**src/rtl/tri_state_bus_reader.sv**
```systemverilog
// tri_state_bus_reader: samples the shared bus into a FWFT FIFO and checks
// sample continuity against the driver's free-running counter.
module tri_state_bus_reader #(
    parameter int DEPTH = 4,
    parameter int CNT_W = 16
) (
    input  logic             i_clk,
    input  logic             i_rst_n,
    input  logic             i_bus_en,
    input  logic [7:0]       i_bus_data,
    input  logic             i_clear,
    output logic [7:0]       o_rd_data,
    output logic             o_rd_valid,
    input  logic             i_rd_ready,
    output logic             o_full,
    output logic             o_overflow,
    output logic             o_seq_err,
    output logic [7:0]       o_err_count,
    output logic [CNT_W-1:0] o_sample_count
);
    localparam int AW = $clog2(DEPTH);
    typedef enum logic {IDLE, TRACK} state_t;
    state_t state, state_nx;
    logic [7:0] mem [DEPTH];
    logic [AW:0] wr_ptr, rd_ptr;
    logic [7:0] exp_q, exp_nx, err_nx;
    logic seq_nx, sample, pop, push, drop;
    assign o_rd_valid = wr_ptr != rd_ptr;
    assign o_full = (wr_ptr ^ rd_ptr) == {1'b1, {AW{1'b0}}};
    assign o_rd_data = o_rd_valid ? mem[rd_ptr[AW-1:0]] : 8'h00;
    assign sample = i_bus_en & ~i_clear;
    assign pop = o_rd_valid & i_rd_ready & ~i_clear;
    // a full FIFO still accepts a sample when the head leaves in the same cycle
    assign push = sample & (~o_full | pop);
    assign drop = sample & o_full & ~pop;
    always_ff @(posedge i_clk) begin
        if (push) mem[wr_ptr[AW-1:0]] <= i_bus_data;
    end
    always_ff @(posedge i_clk or negedge i_rst_n) begin
        if (!i_rst_n) begin
            wr_ptr         <= '0;
            rd_ptr         <= '0;
            o_overflow     <= 1'b0;
            o_sample_count <= '0;
        end else if (i_clear) begin
            wr_ptr         <= '0;
            rd_ptr         <= '0;
            o_overflow     <= 1'b0;
            o_sample_count <= '0;
        end else begin
            if (push) wr_ptr <= wr_ptr + (AW+1)'(1);
            if (pop) rd_ptr <= rd_ptr + (AW+1)'(1);
            if (drop) o_overflow <= 1'b1;
            if (sample) o_sample_count <= o_sample_count + CNT_W'(1);
        end
    end
    always_ff @(posedge i_clk or negedge i_rst_n) begin
        if (!i_rst_n) begin
            state       <= IDLE;
            exp_q       <= 8'h00;
            o_seq_err   <= 1'b0;
            o_err_count <= 8'h00;
        end else begin
            state       <= state_nx;
            exp_q       <= exp_nx;
            o_seq_err   <= seq_nx;
            o_err_count <= err_nx;
        end
    end
    // expected advances every clock in TRACK so enable gaps stay in step with the driver
    always_comb begin
        state_nx = state;
        exp_nx   = exp_q;
        seq_nx   = o_seq_err;
        err_nx   = o_err_count;
        if (i_clear) begin
            state_nx = IDLE;
            exp_nx   = 8'h00;
            seq_nx   = 1'b0;
            err_nx   = 8'h00;
        end else if (state == IDLE) begin
            state_nx = sample ? TRACK : IDLE;
            exp_nx   = sample ? i_bus_data + 8'd1 : exp_q;
        end else begin
            exp_nx = sample ? i_bus_data + 8'd1 : exp_q + 8'd1;
            if (sample && i_bus_data != exp_q) begin
                seq_nx = 1'b1;
                err_nx = o_err_count + {7'd0, o_err_count != 8'hFF};
            end
        end
    end
endmodule

```
**config.mk**
```make
export PLATFORM = sky130hd
export DESIGN_NAME = tri_state_bus_reader
export DESIGN_NICKNAME = d
export VERILOG_FILES = /design/src/rtl/tri_state_bus_reader.sv
export SDC_FILE = /design/constraint.sdc
export NUM_CORES = 1
export LEC_CHECK = 0
export ABC_CLOCK_PERIOD_IN_PS = 2700
export BUFFER_PORTS_ARGS = -buffer_cell sky130_fd_sc_hd__buf_2
export CAP_MARGIN = 0
export CORE_AREA = 2 2 94 96
export DETAILED_ROUTE_END_ITERATION = 8
export DIE_AREA = 0 0 96 98
export PLACE_DENSITY = 0.68
export SKIP_CTS_REPAIR_TIMING = 1
export SLEW_MARGIN = 40
export SYNTH_ARGS = -nofsm -noshare
export SYNTH_HDL_FRONTEND = slang
export SYNTH_SLANG_ARGS = --single-unit
```
**constraint.sdc**
```tcl
create_clock -name i_clk -period 2.7 [get_ports i_clk]
set_clock_uncertainty 0.1 [all_clocks]
set_input_delay 0.675 -clock i_clk [delete_from_list [all_inputs] [get_ports i_clk]]
set_output_delay 0.675 -clock i_clk [all_outputs]
set_load 0.005 [all_outputs]
```
==> results of run 1 <==
==> cell type report <==
cell class | instances | area share
flip-flops and latches | 73 | 0.463
clock buffers | 9 | 0.0288
multi-input cells | 217 | 0.379
repair buffers | 57 | 0.0717
inverters | 7 | 0.00612
well taps | 108 | 0.0315
clock inverters | 7 | 0.0198
==> sequential cells by signal, indices dropped and copies added (netlist names) <==
signal / cells
o_overflow: 1
state: 1
o_seq_err: 1
exp_q: 8
mem: 32
rd_ptr: 3
o_err_count: 8
wr_ptr: 3
o_sample_count: 16
==> how the worst max path moves through the flow <==
stage / start / endpoint / cells past startpoint
2_1_floorplan: rd_ptr[1] / o_rd_data[0] / 4
5_1_grt: rd_ptr[0] / o_rd_data[2] / 4
3_5_place_dp: i_bus_data[3] / o_err_count[7] / 5
6_report: rd_ptr[0] / o_rd_data[0] / 4
3_3_place_gp: wr_ptr[1] / o_rd_data[0] / 4
4_1_cts: wr_ptr[2] / o_rd_data[0] / 4
==> layout by cell type (no fill, tap or decap), types with 4 or more instances in the layout <==
cell      synthesis  final
nand2b_1          5      5
o21ai_0           4      4
ha_1             10     10
buf_2             3     48
edfxtp_1         32     32
mux2_2            7      7
xnor2_1          16     16
nor2b_1          14     14
a21oi_1           7      7
nor3_1            8      7
xor2_1           22     22
inv_1             7      7
or3_1             4      4
buf_4             1      9
a211oi_1          6      6
and2_1            4      4
nand2_1          12     12
mux2i_1           6      6
nor2_1           41     41
nand3_1          14     14
mux4_2            8      8
nand4_1           9      9
dfrtp_1          41     41
clkbuf_8          0      9
==> layer usage <==
layer	track usage	share of wire	routed length, um
met2	0.272	0.49	3550
met1	0.214	0.45	3250
met3	0.0463	0.045	327
met5	0	0	0
met4	0.0560	0.014	104
==> critical path, stage by stage, from the launching register on <==
cell and delay (ps):
dfrtp_1 370, buf_4 230, mux4_2 520, nor2b_1 140
buf_2 140
==> report_power, final <==
part / switching [mW] / internal, mW
sequential: 0.0329 / 1.20
combinational: 0.233 / 0.203
clock: 0.444 / 0.446
==> kinds of logic (layout without fill, tap and decap cells) <==
family,after synthesis,in the layout
AOI/OAI and AO/OA,27,27
muxes,22,22
xor gates and xnor gates,38,38
buffers and inverters,18,80
adders and majority gates,10,10
and+or+nand+nor,120,120
DFF,73,73
==> stage by stage <==
step / power, mW / cell area (um2)
after global placement: 1.68 / 4070
after CTS: 2.59 / 4290
after floorplan: 1.53 / 3690
final: 2.56 / 4290
after detailed placement: 1.69 / 4080
after global routing: 2.70 / 4290
==> results by group, run 1 <==
Yosys
  – Post-Synthesis Net Count: 331
  – Primary FF master, synth: dfrtp_1
  – Synth Cell Area: 3690 um2
  – Synth Area per Inst: 12.0 um2
  – XOR/XNOR Fraction of Synth Area: 0.0903
  – Complex-gate fraction of the synthesized area: 0.0540
  – Post-synth top area cell: dfrtp_1
  – Simple-gate area share of the yosys netlist: 0.170
  – Synth top area cells: dfrtp_1 28%, edfxtp_1 26%, xor2_1 5.2%, mux4_2 4.9%, nor2_1 4.2%
  – Post-synthesis async set-or-reset flop share: 0.562
  – Post-synthesis mux area share: 0.0906
  – EDFF count, synth: 32
  – YS warnings: 0
  – Sequential-to-total area share from yosys stat: 0.539
  – Synth top area share: 0.278
  – Yosys reg bits: 73
  – Synth Instances: 308
  – Top cells by count, synth: 41 x dfrtp_1, 41 x nor2_1, 32 x edfxtp_1
  – Area share of fa/ha/maj cells after synthesis: 0.0339
  – Main combinational cell family by area after synthesis: simple AND/OR/NAND/NOR gates
  – Synth unique cells: 41

Clocking
  – Buffers from clock root to sink, at most: 2
  – CTS clock-pin slew for the worst setup and hold paths: 80 ps
  – Clock root buffer master: clkbuf_8
  – CTS tree: built
  – H-tree Lvls: 3
  – CTS Buf Count: 9
  – Clk_lat worst skew: 350 ps
  – Clock Sinks: 73

Worst setup path
  – R2r endpoint: mem[0][1]
  – Crit path max fanout: 10
  – Req. time, crit path: 1920 ps
  – R2R setup slack: 540 ps
  – Arrival time worst endpoint: 1750 ps
  – Worst R2R Start: wr_ptr[1]
  – Setup crit end kind: primary output
  – CP Class: register to primary output
  – R2R cell count: 5
  – Startpoint Class: register

Cells and area
  – Core Util, Final: 0.507
  – Layout cells sized above 1: 0.257
  – Multi-input logic area: 1630 um2
  – N_diodes: 0
  – Seq. cell area: 1990 um2
  – Fillers: 763
  – Final std cells w/o fill: 478
  – Area grow syn2layout: 16.5%
  – Final net count: 388

Timing
  – Endpoints failing setup: 0
  – Min Tclk post-route: 2520 ps
  – Max-Slew Margin vs Limit: 0.621
  – Fin. Hold Viols: 0
  – Post-route setup TNS: 0 ps
  – Final worst slack: 176 ps
  – Hold slack: 212 ps
  – Tightest Pin Transition: 569 ps
  – Tcrit/Tclk final: 0.935
  – Fmax: 0.396 GHz
  – Final Max Tran Viols: 0
  – RSZ-0062 raised after global routing: no

Min path
  – Hold Crit Class: primary input to asynchronous set/reset pin

Global route
  – First-pass GRT wire length: 12,100 um
  – Total gr overflow: 0
  – Pin count of the biggest net entering global routing: 41
  – GRT Util Overall: 0.167
  – Initial antenna violation count: 0
  – Number of global-route vias before repair: 2,531

Placement
  – Dpl hpwl: 5110 um
  – IO Port Bufs: 48
  – Dpl ws: 372 ps
  – Placed cells: 462
  – Routability-driven placement congestion ratio: 0.789

Detailed routing
  – Drt wl/cell: 15.1 um
  – Vias/cell: 5.30
  – Pre-Repair DR Iteration Count: 4
  – Routed vias: 2,532
  – Routed Antenna Nets: 0
  – Drc violations: 0
  – DR iter-0 viols: 64
  – Total wire length: 7240 um

Floorplanning
  – IO Pins: 49
  – Rows: 34
  – Die width: 96 um
  – Core area: 8470 um2
  – Die H: 98 um
  – Die area: 9410 um2
  – Initial Util: 0.436

Power and ir drop
  – Leakage: 1.82 nW
  – Peak VDD IR: 0.249 mV
  – Power per standard cell area: 595 nW/um2

Flow run
  – Maxcap violations: 0

Status
  – Status: finished clean
Note: power is estimated with default switching activity, not from simulation.
==> run 2: changes to the inputs <==
--- a/config.mk
+++ b/config.mk
@@ -11,6 +11,7 @@
 export CORE_AREA = 2 2 94 96
 export DETAILED_ROUTE_END_ITERATION = 8
 export DIE_AREA = 0 0 96 98
+export GPL_TIMING_DRIVEN = 0
 export PLACE_DENSITY = 0.68
 export SKIP_CTS_REPAIR_TIMING = 1
 export SLEW_MARGIN = 40
==> results by group, run 2 (synthesized netlist as in run 1, its figures left out) <==
Worst setup path
  – Startpoint Class: register (unchanged)
  – Req. time, crit path: 1920 ps (about the same)
  – Arrival time worst endpoint: 1760 ps (was 1750 ps)
  – CP Class: register to primary output (unchanged)
  – Setup crit end kind: primary output (unchanged)
  – Crit path max fanout: 10 (unchanged)
  – CP peak stage delay: 370 ps (was 520 ps)
  – Crit path max-delay cell type: dfrtp_1 (was mux4_2)
  – Critical-path cell list: buf_6 -> xor2_2 -> nor3_4 -> buf_4 -> nor2b_1 -> buf_2 (was buf_4 -> mux4_2 -> nor2b_1 -> buf_2)

Power and ir drop
  – Power per standard cell area: 603 nW/um2 (was 595 nW/um2)
  – Peak VDD IR: 0.326 mV (was 0.249 mV)
  – Leakage: 1.81 nW (was 1.82 nW)
  – Total power: 2.61 mW (was 2.56 mW)

Cells and area
  – Final net count: 392 (was 388)
  – Most common cell after layout, fill and taps aside: buf_2 (unchanged)
  – Max reg flops: 32 (unchanged)
  – Core Util, Final: 0.510 (was 0.507)
  – Most frequent cells in the layout: 50 x buf_2, 41 x nor2_1, 41 x dfrtp_1, 32 x edfxtp_1, 20 x xor2_1 (was 48 x buf_2, 41 x nor2_1, 41 x dfrtp_1, 32 x edfxtp_1, 22 x xor2_1)
  – N_diodes: 0 (unchanged)
  – Area grow syn2layout: 17.2% (was 16.5%)
  – Final instance area: 4320 um2 (was 4290 um2)
  – Layout cells sized above 1: 0.257 (about the same)

Global route
  – First-pass GRT wire length: 12,400 um (was 12,100 um)
  – Total gr overflow: 0 (unchanged)
  – GRT Util Overall: 0.172 (was 0.167)
  – Number of global-route vias before repair: 2,449 (was 2,531)
  – Pin count of the biggest net entering global routing: 42 (was 41)
  – Initial antenna violation count: 0 (unchanged)

Timing
  – Max-Slew Margin vs Limit: 0.488 (was 0.621)
  – Fin. Hold Viols: 0 (unchanged)
  – Min Tclk post-route: 2530 ps (was 2520 ps)
  – RSZ-0062 raised after global routing: no (unchanged)
  – Final Max Tran Viols: 0 (unchanged)
  – Final worst slack: 168 ps (was 176 ps)
  – Fmax: 0.395 GHz (was 0.396 GHz)
  – Endpoints failing setup: 0 (unchanged)
  – Tightest Pin Transition: 764 ps (was 569 ps)
  – Tcrit/Tclk final: 0.938 (was 0.935)

Placement
  – Post-place instance area: 4080 um2 (about the same)
  – Dpl ws: 82.8 ps (was 372 ps)
  – Routability-driven placement congestion ratio: 0.801 (was 0.789)
  – Dpl hpwl: 5260 um (was 5110 um)
  – IO Port Bufs: 48 (unchanged)

Detailed routing
  – Pre-Repair DR Iteration Count: 4 (unchanged)
  – DR iter-0 viols: 150 (was 64)
  – Vias/cell: 5.23 (was 5.30)
  – Routed Antenna Nets: 0 (unchanged)
  – Routed vias: 2,520 (was 2,532)
  – Total wire length: 7580 um (was 7240 um)
  – Drc violations: 0 (unchanged)
  – Drt wl/cell: 15.7 um (was 15.1 um)

Floorplanning
  – Core area: 8470 um2 (unchanged)
  – Die area: 9410 um2 (unchanged)
  – IO Pins: 49 (unchanged)
  – Die width: 96 um (unchanged)
  – Initial Util: 0.436 (unchanged)
  – Rows: 34 (unchanged)
  – Die H: 98 um (unchanged)

Clocking
  – Clock Sinks: 73 (unchanged)
  – CTS tree: built (unchanged)
  – Clock root buffer master: clkbuf_8 (unchanged)
  – H-tree Lvls: 3 (unchanged)
  – Buffers from clock root to sink, at most: 2 (unchanged)
  – CTS clock-pin slew for the worst setup and hold paths: 90 ps (was 80 ps)
  – CTS Buf Count: 9 (unchanged)
  – Clk_lat worst skew: 360 ps (was 350 ps)

Min path
  – Hold Crit Class: primary input to asynchronous set/reset pin (unchanged)

Status
  – Status: finished clean (unchanged)

Flow run
  – Maxcap violations: 0 (unchanged)
[run 2: cell count changes in the layout (fill, tap and decap cells not counted), sizes merged]
cell      delta
buf          -2
clkbuf       +6
clkinv       -1
clkinvlp     +1
[run 2: routing by layer]
layer / track usage / wire (um) / vias to the layer above
li1: - / - / 1217
met3: 0.0448 / 351 / 7
met1: 0.231 / 3490 / 1234
met2: 0.275 / 3660 / 62
met4: 0.0505 / 81 / 0
met5: 0 / 0 / -
[run 2: metrics by stage]
stage,hold WS (ps),instances,setup TNS (ps)
floorplan,279,308,0
global placement,391,464,-2140
detailed placement,396,464,0
CTS,208,480,-975
global route,235,482,0
finish,203,482,0
[run 2: worst max-delay path, delay by kind of cell (launching register included)]
family / cells / cell delay (ps)
buffers and inverters: 3 / 480
DFF: 1 / 370
xor gates and xnor gates: 1 / 350
and+or+nand+nor: 2 / 200
[run 2: power breakdown]
group	switching [mW]	leakage, nW	total (mW)	internal, mW
Sequential	0.0326	0.850	1.23	1.20
Combinational	0.244	0.858	0.460	0.216
Clock	0.466	0.104	0.914	0.448
[run 2: worst paths after layout]
check / from / to / slack [ps] / cells past startpoint
setup / recovery: rd_ptr[0] / o_rd_data[1] / 170 / 6
hold / removal: i_rst_n / o_sample_count[9] / 200 / 1
setup reg to reg: rd_ptr[1] / mem[3][4] / 540 / 4
hold reg to reg: o_seq_err / o_seq_err / 420 / 1
max in group asynchronous: i_rst_n / o_err_count[1] / 1930 / 1
min in group i_clk: o_seq_err / o_seq_err / 420 / 1
[run 2: final cells by class]
class / count / area, um2
inverters: 7 / 26.3
flip-flops and latches: 73 / 1990
clock buffers: 9 / 124
multi-input cells: 217 / 1650
clock inverters: 7 / 86.3
well taps: 108 / 135
plain buffers: 11 / 56.3
fillers: 757 / 4140
repair buffers: 50 / 258
==> run 3: changes to the inputs <==
--- a/config.mk
+++ b/config.mk
@@ -6,13 +6,13 @@
 export NUM_CORES = 1
 export LEC_CHECK = 0
 export ABC_CLOCK_PERIOD_IN_PS = 2700
-export BUFFER_PORTS_ARGS = -buffer_cell sky130_fd_sc_hd__buf_2
 export CAP_MARGIN = 0
 export CORE_AREA = 2 2 94 96
 export DETAILED_ROUTE_END_ITERATION = 8
 export DIE_AREA = 0 0 96 98
+export DONT_BUFFER_PORTS = 1
 export GPL_TIMING_DRIVEN = 0
-export PLACE_DENSITY = 0.68
+export PLACE_DENSITY = 0.63
 export SKIP_CTS_REPAIR_TIMING = 1
 export SLEW_MARGIN = 40
 export SYNTH_ARGS = -nofsm -noshare
==> results by group, run 3 (synthesized netlist as in run 1, its figures left out) <==
Floorplanning
  – IO Pins: 49 (unchanged)
  – Core area: 8470 um2 (unchanged)
  – Die area: 9410 um2 (unchanged)
  – Die H: 98 um (unchanged)
  – Initial Util: 0.436 (unchanged)
  – Die width: 96 um (unchanged)
  – Rows: 34 (unchanged)

Worst setup path
  – CP peak stage delay: 500 ps (was 370 ps)
  – Arrival time worst endpoint: 1790 ps (was 1760 ps)
  – Crit path max fanout: 10 (unchanged)
  – Crit path max-delay cell type: xor2_1 (was dfrtp_1)
  – Setup crit end kind: primary output (unchanged)
  – R2R cell count: 4 (unchanged)
  – Req. time, crit path: 1920 ps (about the same)
  – CP Class: register to primary output (unchanged)
  – Startpoint Class: register (unchanged)
  – Critical-path cell list: buf_4 -> xor2_1 -> nor3_4 -> nor2b_1 (was buf_6 -> xor2_2 -> nor3_4 -> buf_4 -> nor2b_1 -> buf_2)

Cells and area
  – Final net count: 343 (was 392)
  – Area grow syn2layout: 9.43% (was 17.2%)
  – Most frequent cells in the layout: 41 x nor2_1, 41 x dfrtp_1, 32 x edfxtp_1, 21 x xor2_1, 16 x xnor2_1 (was 50 x buf_2, 41 x nor2_1, 41 x dfrtp_1, 32 x edfxtp_1, 20 x xor2_1)
  – Layout cells sized above 1: 0.135 (was 0.257)
  – Final std cells w/o fill: 433 (was 482)
  – Final instance area: 4040 um2 (was 4320 um2)
  – N_diodes: 0 (unchanged)
  – Fillers: 752 (was 757)
  – Max reg flops: 32 (unchanged)

Detailed routing
  – Routed vias: 2,308 (was 2,520)
  – Drc violations: 0 (unchanged)
  – Routed Antenna Nets: 0 (unchanged)
  – DR iter-0 viols: 73 (was 150)
  – Vias/cell: 5.33 (was 5.23)
  – Drt wl/cell: 16.5 um (was 15.7 um)
  – Total wire length: 7160 um (was 7580 um)
  – Pre-Repair DR Iteration Count: 4 (unchanged)

Timing
  – Fmax: 0.390 GHz (was 0.395 GHz)
  – Final worst slack: 136 ps (was 168 ps)
  – Final Max Tran Viols: 0 (unchanged)
  – Fin. Hold Viols: 0 (unchanged)
  – Endpoints failing setup: 0 (unchanged)
  – Hold slack: 63.1 ps (was 203 ps)
  – Tightest Pin Transition: 787 ps (was 764 ps)
  – Tcrit/Tclk final: 0.949 (was 0.938)
  – Max-Slew Margin vs Limit: 0.473 (was 0.488)
  – RSZ-0062 raised after global routing: no (unchanged)
  – Min Tclk post-route: 2560 ps (was 2530 ps)

Global route
  – First-pass GRT wire length: 12,000 um (was 12,400 um)
  – Initial antenna violation count: 0 (unchanged)
  – Number of global-route vias before repair: 2,352 (was 2,449)
  – GRT Util Overall: 0.168 (was 0.172)
  – Pin count of the biggest net entering global routing: 42 (unchanged)
  – Total gr overflow: 0 (unchanged)

Power and ir drop
  – Power per standard cell area: 574 nW/um2 (was 603 nW/um2)
  – Sw Ratio: 0.274 (was 0.285)
  – Pint: 1.68 mW (was 1.86 mW)
  – Register share of total power: 0.532 (was 0.473)
  – Leakage: 1.55 nW (was 1.81 nW)
  – Clk pwr share: 0.310 (was 0.351)
  – Peak VDD IR: 0.257 mV (was 0.326 mV)
  – Switching power: 0.635 mW (was 0.743 mW)
  – Comb pwr share: 0.158 (was 0.177)

Clocking
  – Clk_lat worst skew: 340 ps (was 360 ps)
  – CTS Buf Count: 9 (unchanged)
  – H-tree Lvls: 3 (unchanged)
  – CTS clock-pin slew for the worst setup and hold paths: 80 ps (was 90 ps)
  – Clock Sinks: 73 (unchanged)
  – Clock root buffer master: clkbuf_8 (unchanged)
  – Buffers from clock root to sink, at most: 2 (unchanged)
  – CTS tree: built (unchanged)

Placement
  – Dpl ws: 238 ps (was 82.8 ps)
  – Post-place instance area: 3830 um2 (was 4080 um2)
  – Dpl hpwl: 4890 um (was 5260 um)
  – Placed cells: 416 (was 464)
  – IO Port Bufs: 0 (was 48)
  – Routability-driven placement congestion ratio: 0.790 (was 0.801)

Flow run
  – Maxcap violations: 0 (unchanged)

Min path
  – Hold Crit Class: primary input to asynchronous set/reset pin (unchanged)

Status
  – Status: finished clean (unchanged)
-- run 3: power groups by stage --
stage | registers (mW) | clock network [mW] | logic (mW)
floorplan | 1.25 | 0 | 0.282
global placement | 1.25 | 0 | 0.336
detailed placement | 1.25 | 0 | 0.350
CTS | 1.23 | 0.751 | 0.352
global route | 1.24 | 0.806 | 0.418
finish | 1.23 | 0.718 | 0.366
-- run 3: routing by layer --
| layer | part of all wire | wire (um) | track usage | vias to the layer above |
|---|---|---|---|---|
| met1 | 0.43 | 3070 | 0.205 | 1128 |
| met4 | 0.0082 | 59 | 0.0374 | 0 |
| met2 | 0.50 | 3580 | 0.272 | 57 |
| met3 | 0.063 | 454 | 0.0756 | 7 |
| met5 | 0 | 0 | 0 | - |
| li1 | - | - | - | 1116 |
-- run 3: path summary, 6_finish.rpt --
| check | start | slack [ps] | to |
|---|---|---|---|
| min in group i_clk | i_bus_data[0] | 320 | mem[2][0] |
| max reg2reg | rd_ptr[1] | 330 | mem[3][7] |
| max in group asynchronous | i_rst_n | 2240 | rd_ptr[2] |
| max | rd_ptr[1] | 140 | o_rd_data[0] |
| min | i_rst_n | 60 | exp_q[3] |
| min reg2reg | o_overflow | 430 | o_overflow |
-- run 3: area by class of cell --
cell class | count | area [um2] | share of cell area
Tap cell | 108 | 135 | 0.0335
Timing Repair Buffer | 1 | 27.5 | 0.00682
Inverter | 7 | 26.3 | 0.00651
Clock inverter | 7 | 37.5 | 0.00930
Multi-Input combinational cell | 217 | 1640 | 0.407
Clock buffer | 9 | 124 | 0.0307
Buffer | 11 | 56.3 | 0.0140
Sequential cell | 73 | 1990 | 0.492
-- run 3: metrics by stage --
stage,util,setup TNS [ps],power [mW]
after global placement,0.452,-921,1.59
after CTS,0.472,-361,2.33
final,0.477,0,2.32
after floorplan,-,0,1.53
after global routing,0.477,0,2.46
after detailed placement,0.453,0,1.60
-- run 3: worst max-delay path, delay by kind of cell (launching register included) --
kind | cells | cell delay, ps
XOR/XNOR | 1 | 500
flip-flops | 1 | 380
AND/OR/NAND/NOR | 2 | 370
buffers and inverters | 1 | 190
